File: config.mk
export PLATFORM = sky130hd
export DESIGN_NAME = fetch_unit
export DESIGN_NICKNAME = d
export VERILOG_FILES = /design/src/rtl/fetch_pkg.sv /design/src/rtl/fetch_buffer.sv /design/src/rtl/fetch_unit.sv
export SDC_FILE = /design/constraint.sdc
export NUM_CORES = 1
export LEC_CHECK = 0
export BUFFER_PORTS_ARGS = -buffer_cell sky130_fd_sc_hd__buf_4
export CAP_MARGIN = 25
export CORE_MARGIN = 8
export CORE_UTILIZATION = 58
export DETAILED_ROUTE_END_ITERATION = 10
export PLACE_DENSITY = 0.76
export SETUP_SLACK_MARGIN = 0.3
export SLEW_MARGIN = 20
export SYNTH_ARGS = -nofsm -noshare
export SYNTH_HDL_FRONTEND = slang
export SYNTH_SLANG_ARGS = --single-unit
File: constraint.sdc
create_clock -name clk -period 4.9 [get_ports clk]
set_input_delay 0.98 -clock clk [delete_from_list [all_inputs] [get_ports clk]]
set_output_delay 0.98 -clock clk [all_outputs]
set_load 0.01 [all_outputs]
File: src/rtl/fetch_pkg.sv
// fetch_pkg: shared FSM state type and default parameters for the fetch unit.
package fetch_pkg;
  typedef enum logic [1:0] {ISSUE, WAIT, KILL} state_t;
  localparam int DEF_XLEN = 32;
  localparam logic [63:0] DEF_RESET_PC = '0;
  localparam int DEF_PC_STEP = 4;
  localparam int DEF_BUF_DEPTH = 4;
endpackage

File: src/rtl/fetch_buffer.sv
// fetch_buffer: synchronous FIFO of fetched entries with flush and occupancy count.
module fetch_buffer #(
  parameter int W = 96,
  parameter int DEPTH = 4
) (
  input  logic                     clk,
  input  logic                     rst,
  input  logic                     flush,
  input  logic                     push,
  input  logic                     pop,
  input  logic [W-1:0]             wdata,
  output logic [W-1:0]             rdata,
  output logic [$clog2(DEPTH):0]   count
);
  localparam int AW = $clog2(DEPTH);
  logic [W-1:0] mem [DEPTH];
  logic [AW-1:0] wp, rp;
  always_ff @(posedge clk or negedge rst) begin
    if (!rst) begin
      wp <= '0;
      rp <= '0;
      count <= '0;
    end else if (flush) begin
      wp <= '0;
      rp <= '0;
      count <= '0;
    end else begin
      if (push) wp <= wp + 1'b1;
      if (pop) rp <= rp + 1'b1;
      count <= count + (AW+1)'(push) - (AW+1)'(pop);
    end
  end
  always_ff @(posedge clk) begin
    if (push) mem[wp] <= wdata;
  end
  assign rdata = mem[rp];
endmodule

File: src/rtl/fetch_unit.sv
// fetch_unit: single-outstanding instruction fetcher feeding decode through a small buffer.
module fetch_unit import fetch_pkg::*; #(
  parameter int              XLEN      = DEF_XLEN,
  parameter logic [XLEN-1:0] RESET_PC  = XLEN'(DEF_RESET_PC),
  parameter int              PC_STEP   = DEF_PC_STEP,
  parameter int              BUF_DEPTH = DEF_BUF_DEPTH
) (
  input  logic            clk,
  input  logic            rst,
  input  logic            redirect_valid,
  input  logic [XLEN-1:0] redirect_pc,
  output logic            imem_req,
  output logic [XLEN-1:0] imem_addr,
  input  logic            imem_rvalid,
  input  logic [31:0]     imem_rdata,
  output logic            d_valid,
  input  logic            d_ready,
  output logic [31:0]     d_instr,
  output logic [XLEN-1:0] d_pc,
  output logic [XLEN-1:0] d_pcplus
);
  localparam int W = 32 + 2*XLEN;
  localparam int CW = $clog2(BUF_DEPTH) + 1;
  localparam logic [XLEN-1:0] STEP = XLEN'(PC_STEP);
  localparam logic [CW-1:0] FULL = CW'(BUF_DEPTH);
  state_t state, state_nx;
  logic [XLEN-1:0] fetch_pc, pc_next;
  logic [CW-1:0] count;
  logic [W-1:0] head;
  logic push, pop;
  assign pc_next = fetch_pc + STEP;
  always_ff @(posedge clk or negedge rst) begin
    if (!rst) begin
      state <= ISSUE;
      fetch_pc <= RESET_PC;
    end else begin
      state <= state_nx;
      fetch_pc <= redirect_valid ? redirect_pc : (push ? pc_next : fetch_pc);
    end
  end
  // A response arriving while killed or alongside a redirect is dropped by returning to ISSUE.
  always_comb begin
    state_nx = (state == ISSUE) ? (imem_req ? WAIT : ISSUE)
             : imem_rvalid ? ISSUE
             : (state == WAIT && !redirect_valid) ? WAIT : KILL;
  end
  always_comb begin
    imem_req = rst && state == ISSUE && count != FULL && !redirect_valid;
    imem_addr = fetch_pc;
    push = state == WAIT && imem_rvalid && !redirect_valid;
    d_valid = rst && count != '0;
    pop = d_valid && d_ready && !redirect_valid;
    {d_instr, d_pc, d_pcplus} = d_valid ? head : '0;
  end
  fetch_buffer #(.W(W), .DEPTH(BUF_DEPTH)) u_buf (
    .clk(clk),
    .rst(rst),
    .flush(redirect_valid),
    .push(push),
    .pop(pop),
    .wdata({imem_rdata, fetch_pc, pc_next}),
    .rdata(head),
    .count(count)
  );
endmodule

==> results of run 1 <==
sequential cells by signal, indices dropped and copies added (netlist names):
| name | cells |
|---|---|
| state | 2 |
| u_buf.count | 3 |
| u_buf.mem | 376 |
| u_buf.rp | 2 |
| imem_addr | 32 |
| u_buf.wp | 2 |
worst max-delay path: cells and delay by family, from the launching register on:
family / cells / cell delay (ps)
muxes: 1 / 390
buffers and inverters: 2 / 470
and+or+nand+nor: 1 / 180
DFF: 1 / 1030
worst max-delay path by stage:
stage                              start               end  slack (ps)
after floorplan           redirect_valid  u_buf.mem[1][10]         340
after global placement    redirect_valid  u_buf.mem[1][93]        1220
after detailed placement  redirect_valid  u_buf.mem[3][47]        1170
after CTS                    u_buf.rp[0]      d_pcplus[14]        1170
after global routing         u_buf.rp[0]          d_pc[14]        1090
final                        u_buf.rp[1]      d_pcplus[14]        1210
synthesized netlist by cell type, drive strengths merged, types with 2 or more instances:
cell type,instances
o21ai,22
nand3,19
and3,5
a22oi,2
ha,7
clkbuf,36
o311ai,4
nand2,44
or3,5
nand2b,2
and2,99
mux2i,2
edfxtp,376
dfrtp,41
mux4,94
xor2,13
buf,18
nor3,5
nand4,12
xnor2,27
nor4,7
a221o,9
inv,8
and4,2
nor2,25
nor2b,12
mux2,4
metal layers:
layer  global-route usage, %  wire [um]
met5                       0         13
met3                   4.642       2616
met1                   28.22      14790
met4                   4.276        522
met2                   33.20      17810
final cells by class:
| type | count | area [um2] |
|---|---|---|
| Timing Repair Buffer | 213 | 1687 |
| Fill cell | 1821 | 8569 |
| Sequential cell | 417 | 12320 |
| Multi-Input combinational cell | 432 | 4320 |
| Clock buffer | 62 | 1155 |
| Inverter | 8 | 30.03 |
| Clock inverter | 12 | 136.4 |
| Tap cell | 384 | 480.5 |
logic make-up (layout without fill, tap and decap cells):
kind of cell	count (synthesis)	after routing	share of synthesized area [%]
simple gates	241	241	8.127
flops	417	417	72.92
fa+ha+maj	8	8	0.6371
compound gates	43	43	1.756
mux	100	100	12.92
buf+inv	62	295	1.563
xor+xnor	40	40	2.074
power by group through the flow:
stage	clock network, mW	logic (mW)	registers [mW]
floorplan	0	0.316	4.11
global placement	0	0.572	4.15
finish	3.01	0.574	4.08
global route	3.20	0.626	4.09
CTS	3.06	0.586	4.08
detailed placement	0	0.582	4.15
through the flow:
stage / cells / hold slack, ps
after floorplan: 911 / 474.3
after global routing: 1528 / 556.2
after CTS: 1528 / 531.3
after detailed placement: 1454 / 513.6
after global placement: 1454 / 498.7
final: 1528 / 529.8
cells in the final DEF, fill, tap and decap left out, types with 3 or more instances in the layout:
cell type and count:
edfxtp_1 376, buf_4 206, and2_1 95, mux4_2 94
nand2_1 43, clkbuf_16 41, dfrtp_1 39, xnor2_1 27
nor2_1 25, o21ai_0 22, nand3_1 18, clkbuf_1 16
xor2_1 13, nor2b_1 12, nand4_1 11, a221o_1 9
inv_1 8, ha_1 7, buf_12 7, and3_1 5
nor3_1 5, nor4_1 5, or3_1 5, clkbuf_8 5
clkinv_1 5, mux2_2 4, and2_4 4, o311ai_0 4
bufinv_16 3
==> flow_summary.toml, run 1 <==
[die]
start_util_pct = 58.84
die_area_mm2 = 0.03484
ioPinCount = 199
die_x_um = 186.6
num_rows = 62
fp.dieH_um = 186.6
core-area_mm2 = 0.02870

[placed_design]
portBuffers = 198
post-dp-hpwl_um = 22270
dpl_cell_area_mm2 = 0.01884
pre_cts_slack_ps = 1167
gp_congestion = 0.7556

[critical_path]
worstSetupEndpointType = "output port"
r2r-start = "state[0]"
critPathKind = "register to output port"
required_ps = 3920
worstPathCellList = "buf_12, mux4_2, and2_1, buf_4"
crit_slowest_cell = "dfrtp_4"
reg2reg_depth = 5
start_kind = "register"
cp_data_arrival_time_ps = 2710
path_max_fanout = 64
r2r_end = "u_buf.mem[1][87]"
slowest_delay_ps = 1030
r2r_slack_ps = 1770

[sta]
tightestPinTransition_ps = 990.8
rsz0062_at_grt = "false"
fin_crit_ps = 3691
finalSetupViolCount = 0
max_slew_margin_pct = 33.95
fin_worst_skew_ps = 13.26
slew_violations = 0
fin_crit_sh_pct = 75.32
hold_viol = 0
finalWorstSetupSlack_ps = 1209
tns_ps = 0
fmax_mhz = 271.0

[run]
maxCapViolations = 0

[power_and_ir_drop]
p_leak_nw = 7.007
finalPower_mw = 7.668
power.density_mw_per_mm2 = 380.8
pwr-share-comb_pct = 7.5
switching_power_mw = 1.625
peakVddDrop_uv = 285.7
seqPwrFrac_pct = 53.2
intPower_mw = 6.042
power_frac_clock_pct = 39.3
swShare_pct = 21.20

[logic_synthesis]
synth_top_area_share_pct = 66.85
synth-main-ff-cell = "edfxtp_1"
synth_cell_types = 46
synth_edf_count = 376
avgSynthCellArea_um2 = 18.54
yosys_warnings = 0
yosysSeqAreaShare_pct = 72.92
synth.largest_area_cell = "edfxtp_1"
synth_nets = 988
netlist_instances = 911
synth_area_leaders = "edfxtp_1 67%, mux4_2 13%, dfrtp_1 6.1%"
ys_seq_elements = 417
syn-cell-area_mm2 = 0.01689
async_reset_ff_share_pct = 9.832

[clock_tree]
cts_root_buf = "clkbuf_16"
post_cts_buffers = 0
cts.sinks = 417
htreeDepth = 2
cts_resized = 0
cts.clk_slew.worst_paths_ps = 60
hold_buffers = 0
cts_buffers = 41
clock_latency_ps = 530
tritoncts = "done"
cts_buffer_depth = 3

[run_status]
status = "complete, no violations"

[global_route]
grt-ovfl-total = 0
grt_max_degree = 68
grt_pass1_vias = 9455
antenna_found_initial = 1
grtUsageTotal_pct = 20.41
grt_pass1_wl_um = 55890

[hold_path]
whs_endpoint = "state[0]"
holdCritPathClass = "register to register"
hold_path_depth = 1
hold_path.startpoint = "state[1]"

[layout]
final_util_pct = 70.14
antenna_cells = 0
final_area_mm2 = 0.02013
final_net_count = 1190
syn2layout_area_growth_pct = 19.20
drive_gt1_share_pct = 33.04

[routing]
drt_iter0_drc = 690
viasPerCell = 5.886
antenna_left = 0
vias = 8994
first_pass_iters = 5
avgRoutedWirePerCell_um = 23.40
drc = 0
drt-total-wl_um = 35750
No activity file was read; power rests on OpenSTA's default activity.
==> run 2: changes to the inputs <==
ABC_AREA = 1   (was not set)
clock period = 3.7 ns   (was 4.9 ns; I/O delays follow)
==> flow_summary.toml, run 2 <==
[run_status]
status = "complete, no violations"

[critical_path]
cp_data_arrival_time_ps = 2610
critPathKind = "register to output port"
cp_num_buf_inv = 2
worstPathCellList = "buf_16, nor2_1, nor2_1, o21ai_0, a21oi_1, buf_4"
path_max_fanout = 189
required_ps = 2960
slowest_delay_ps = 490
worstSetupEndpointType = "output port"
start_kind = "register"
crit_slowest_cell = "buf_16"
r2r_slack_ps = 1470
crit_path_frequent_cell = "nor2_1"
reg2reg_depth = 6
worst-path-stages = 6
cpLargestDelayFamily = "buffers and inverters"

[logic_synthesis]
synth.largest_area_cell = "edfxtp_1"
yosys.cell_count.top_type = "nor2_1"
synth_cell_types = 33
avgSynthCellArea_um2 = 11.34
synth_top_area_share_pct = 64.94
async_reset_ff_share_pct = 9.832
syn-cell-area_mm2 = 0.01739
synth-main-ff-cell = "edfxtp_1"
netlist_instances = 1533
synth_edf_count = 376
synth_nets = 1610
yosysSeqAreaShare_pct = 70.85
synth_commonest_cells = "415 x nor2_1, 376 x edfxtp_1, 191 x o21ai_0, 161 x nand2_1, 96 x a21oi_1"
yosys_warnings = 0
synth_area_leaders = "edfxtp_1 65%, nor2_1 9.0%, dfrtp_1 5.9%"
ys_seq_elements = 417

[layout]
drive_gt1_share_pct = 17.90
multi_input_area_mm2 = 0.004483
syn2layout_area_growth_pct = 19.20
finalNonFillerCells = 2133
top_register = "u_buf.mem"
regArea_mm2 = 0.01232
layout_common_cells = "411 x nor2_1, 376 x edfxtp_1, 208 x buf_4"
largest_reg_flops = 376
mostFrequentLayoutCell = "nor2_1"
filler_cell_count = 2077
final_area_mm2 = 0.02072
antenna_cells = 0
final_net_count = 1789

[run]
maxCapViolations = 0

[routing]
drt-total-wl_um = 41220
top_layer_used = "met5"
first_pass_iters = 5
avgRoutedWirePerCell_um = 19.32
antenna_left = 0
drc = 0
wl_met1_um = 17260
viasPerCell = 5.597
dr_wl_met2_um = 19730
wl_met3_um = 3195
vias = 11939
drt_iter0_drc = 1096

[die]
start_util_pct = 58.81
die_x_um = 189.1
die_area_mm2 = 0.03577
ioPinCount = 199
fp.dieH_um = 189.1
core-area_mm2 = 0.02956
num_rows = 63

[placed_design]
post-dp-hpwl_um = 24410
gp_congestion = 0.8895
dpl_cell_area_mm2 = 0.01931
portBuffers = 198
post-place-cells = 2057

[clock_tree]
cts.sinks = 417
hold_buffers = 0
tritoncts = "done"
cts_root_buf = "clkbuf_16"
cts_buffer_depth = 3
htreeDepth = 2
cts_buffers = 43
cts.clk_slew.worst_paths_ps = 60
clock_latency_ps = 540

[sta]
rsz0062_at_grt = "false"
fin_worst_skew_ps = 12.63
slew_violations = 0
fin_crit_sh_pct = 90.56
fin_crit_ps = 3351
fmax_mhz = 298.4
hold_viol = 0
max_slew_margin_pct = 38.73
finalSetupViolCount = 0
tns_ps = 0
tightestPinTransition_ps = 919.0

[global_route]
antenna_found_initial = 1
grt_pass1_wl_um = 64760
grtUsageTotal_pct = 22.85
grt_max_degree = 190
grt_pass1_vias = 11755
grt-ovfl-total = 0

[power_and_ir_drop]
peakVddDrop_uv = 402.9
p_leak_nw = 7.891
power.density_mw_per_mm2 = 519.4

[hold_path]
holdCritPathClass = "primary input to register"
hold_path_depth = 1
[run 2: changes by cell type after synthesis, sizes merged, moves of 9 or more]
cell	delta
nand4	-10
nand3	+9
inv	+54
a21oi	+95
nand2	+124
xnor2	-21
and2	-93
o21ai	+183
a221o	-9
nor2b	-12
mux4	-94
nor2	+401
buf	+34
[run 2: layer usage]
layer	vias to the layer above	track usage [%]
met5	-	0
met3	83	4.341
met4	2	7.186
li1	5616	-
met1	5772	30.72
met2	466	37.41
[run 2: through the flow]
step / power, mW / setup WS (ps) / utilization, % / hold WS, ps
after floorplan: 6.068 / -242.2 / - / 444.4
after global placement: 6.577 / 1008 / 65.34 / 548.3
after detailed placement: 6.603 / 1005 / 65.34 / 561.4
after CTS: 10.83 / 427.7 / 70.08 / 387.0
after global routing: 11.12 / 332.5 / 70.11 / 392.5
final: 10.76 / 349.2 / 70.11 / 403.9
[run 2: power breakdown]
part | switching [mW] | total, mW | internal, mW | leakage, nW
logic | 0.662 | 1.05 | 0.391 | 3.30
clock network | 1.68 | 4.26 | 2.58 | 0.686
registers | 0.143 | 5.45 | 5.31 | 3.91
[run 2: final cells by class]
cell class              count  area share [%]
multi-input cells         969           21.63
inverters                  62           1.147
flip-flops and latches    417           59.47
well taps                 390           2.355
clock inverters            21           1.099
repair buffers            219           8.634
clock buffers              55           5.663
[run 2: logic make-up (layout without fill, tap and decap cells)]
logic type                 Yosys count  in the layout  share of synthesized area [%]
DFF                                417            417                          70.85
AOI/OAI and AO/OA                  312            312                          9.190
adders and majority gates            8              8                         0.6189
buffers and inverters              147            357                          3.584
and+or+nand+nor                    632            632                          14.65
xor gates and xnor gates            17             17                          1.115
[run 2: worst paths after layout]
path	start	endpoint
setup / recovery	u_buf.rp[0]	d_pcplus[11]
hold / removal	imem_rdata[0]	u_buf.mem[2][64]
setup reg to reg	state[1]	u_buf.mem[2][45]
hold reg to reg	u_buf.wp[0]	u_buf.wp[0]
max in group asynchronous	rst	u_buf.rp[1]
min in group asynchronous	rst	u_buf.count[2]
[run 2: what timing repair did]
item / CTS / global route
gates resized for setup: 0 / 1
buffers inserted: 0 / 0
endpoints found under the setup margin: 0 / 1
hold endpoints to repair: 0 / 0
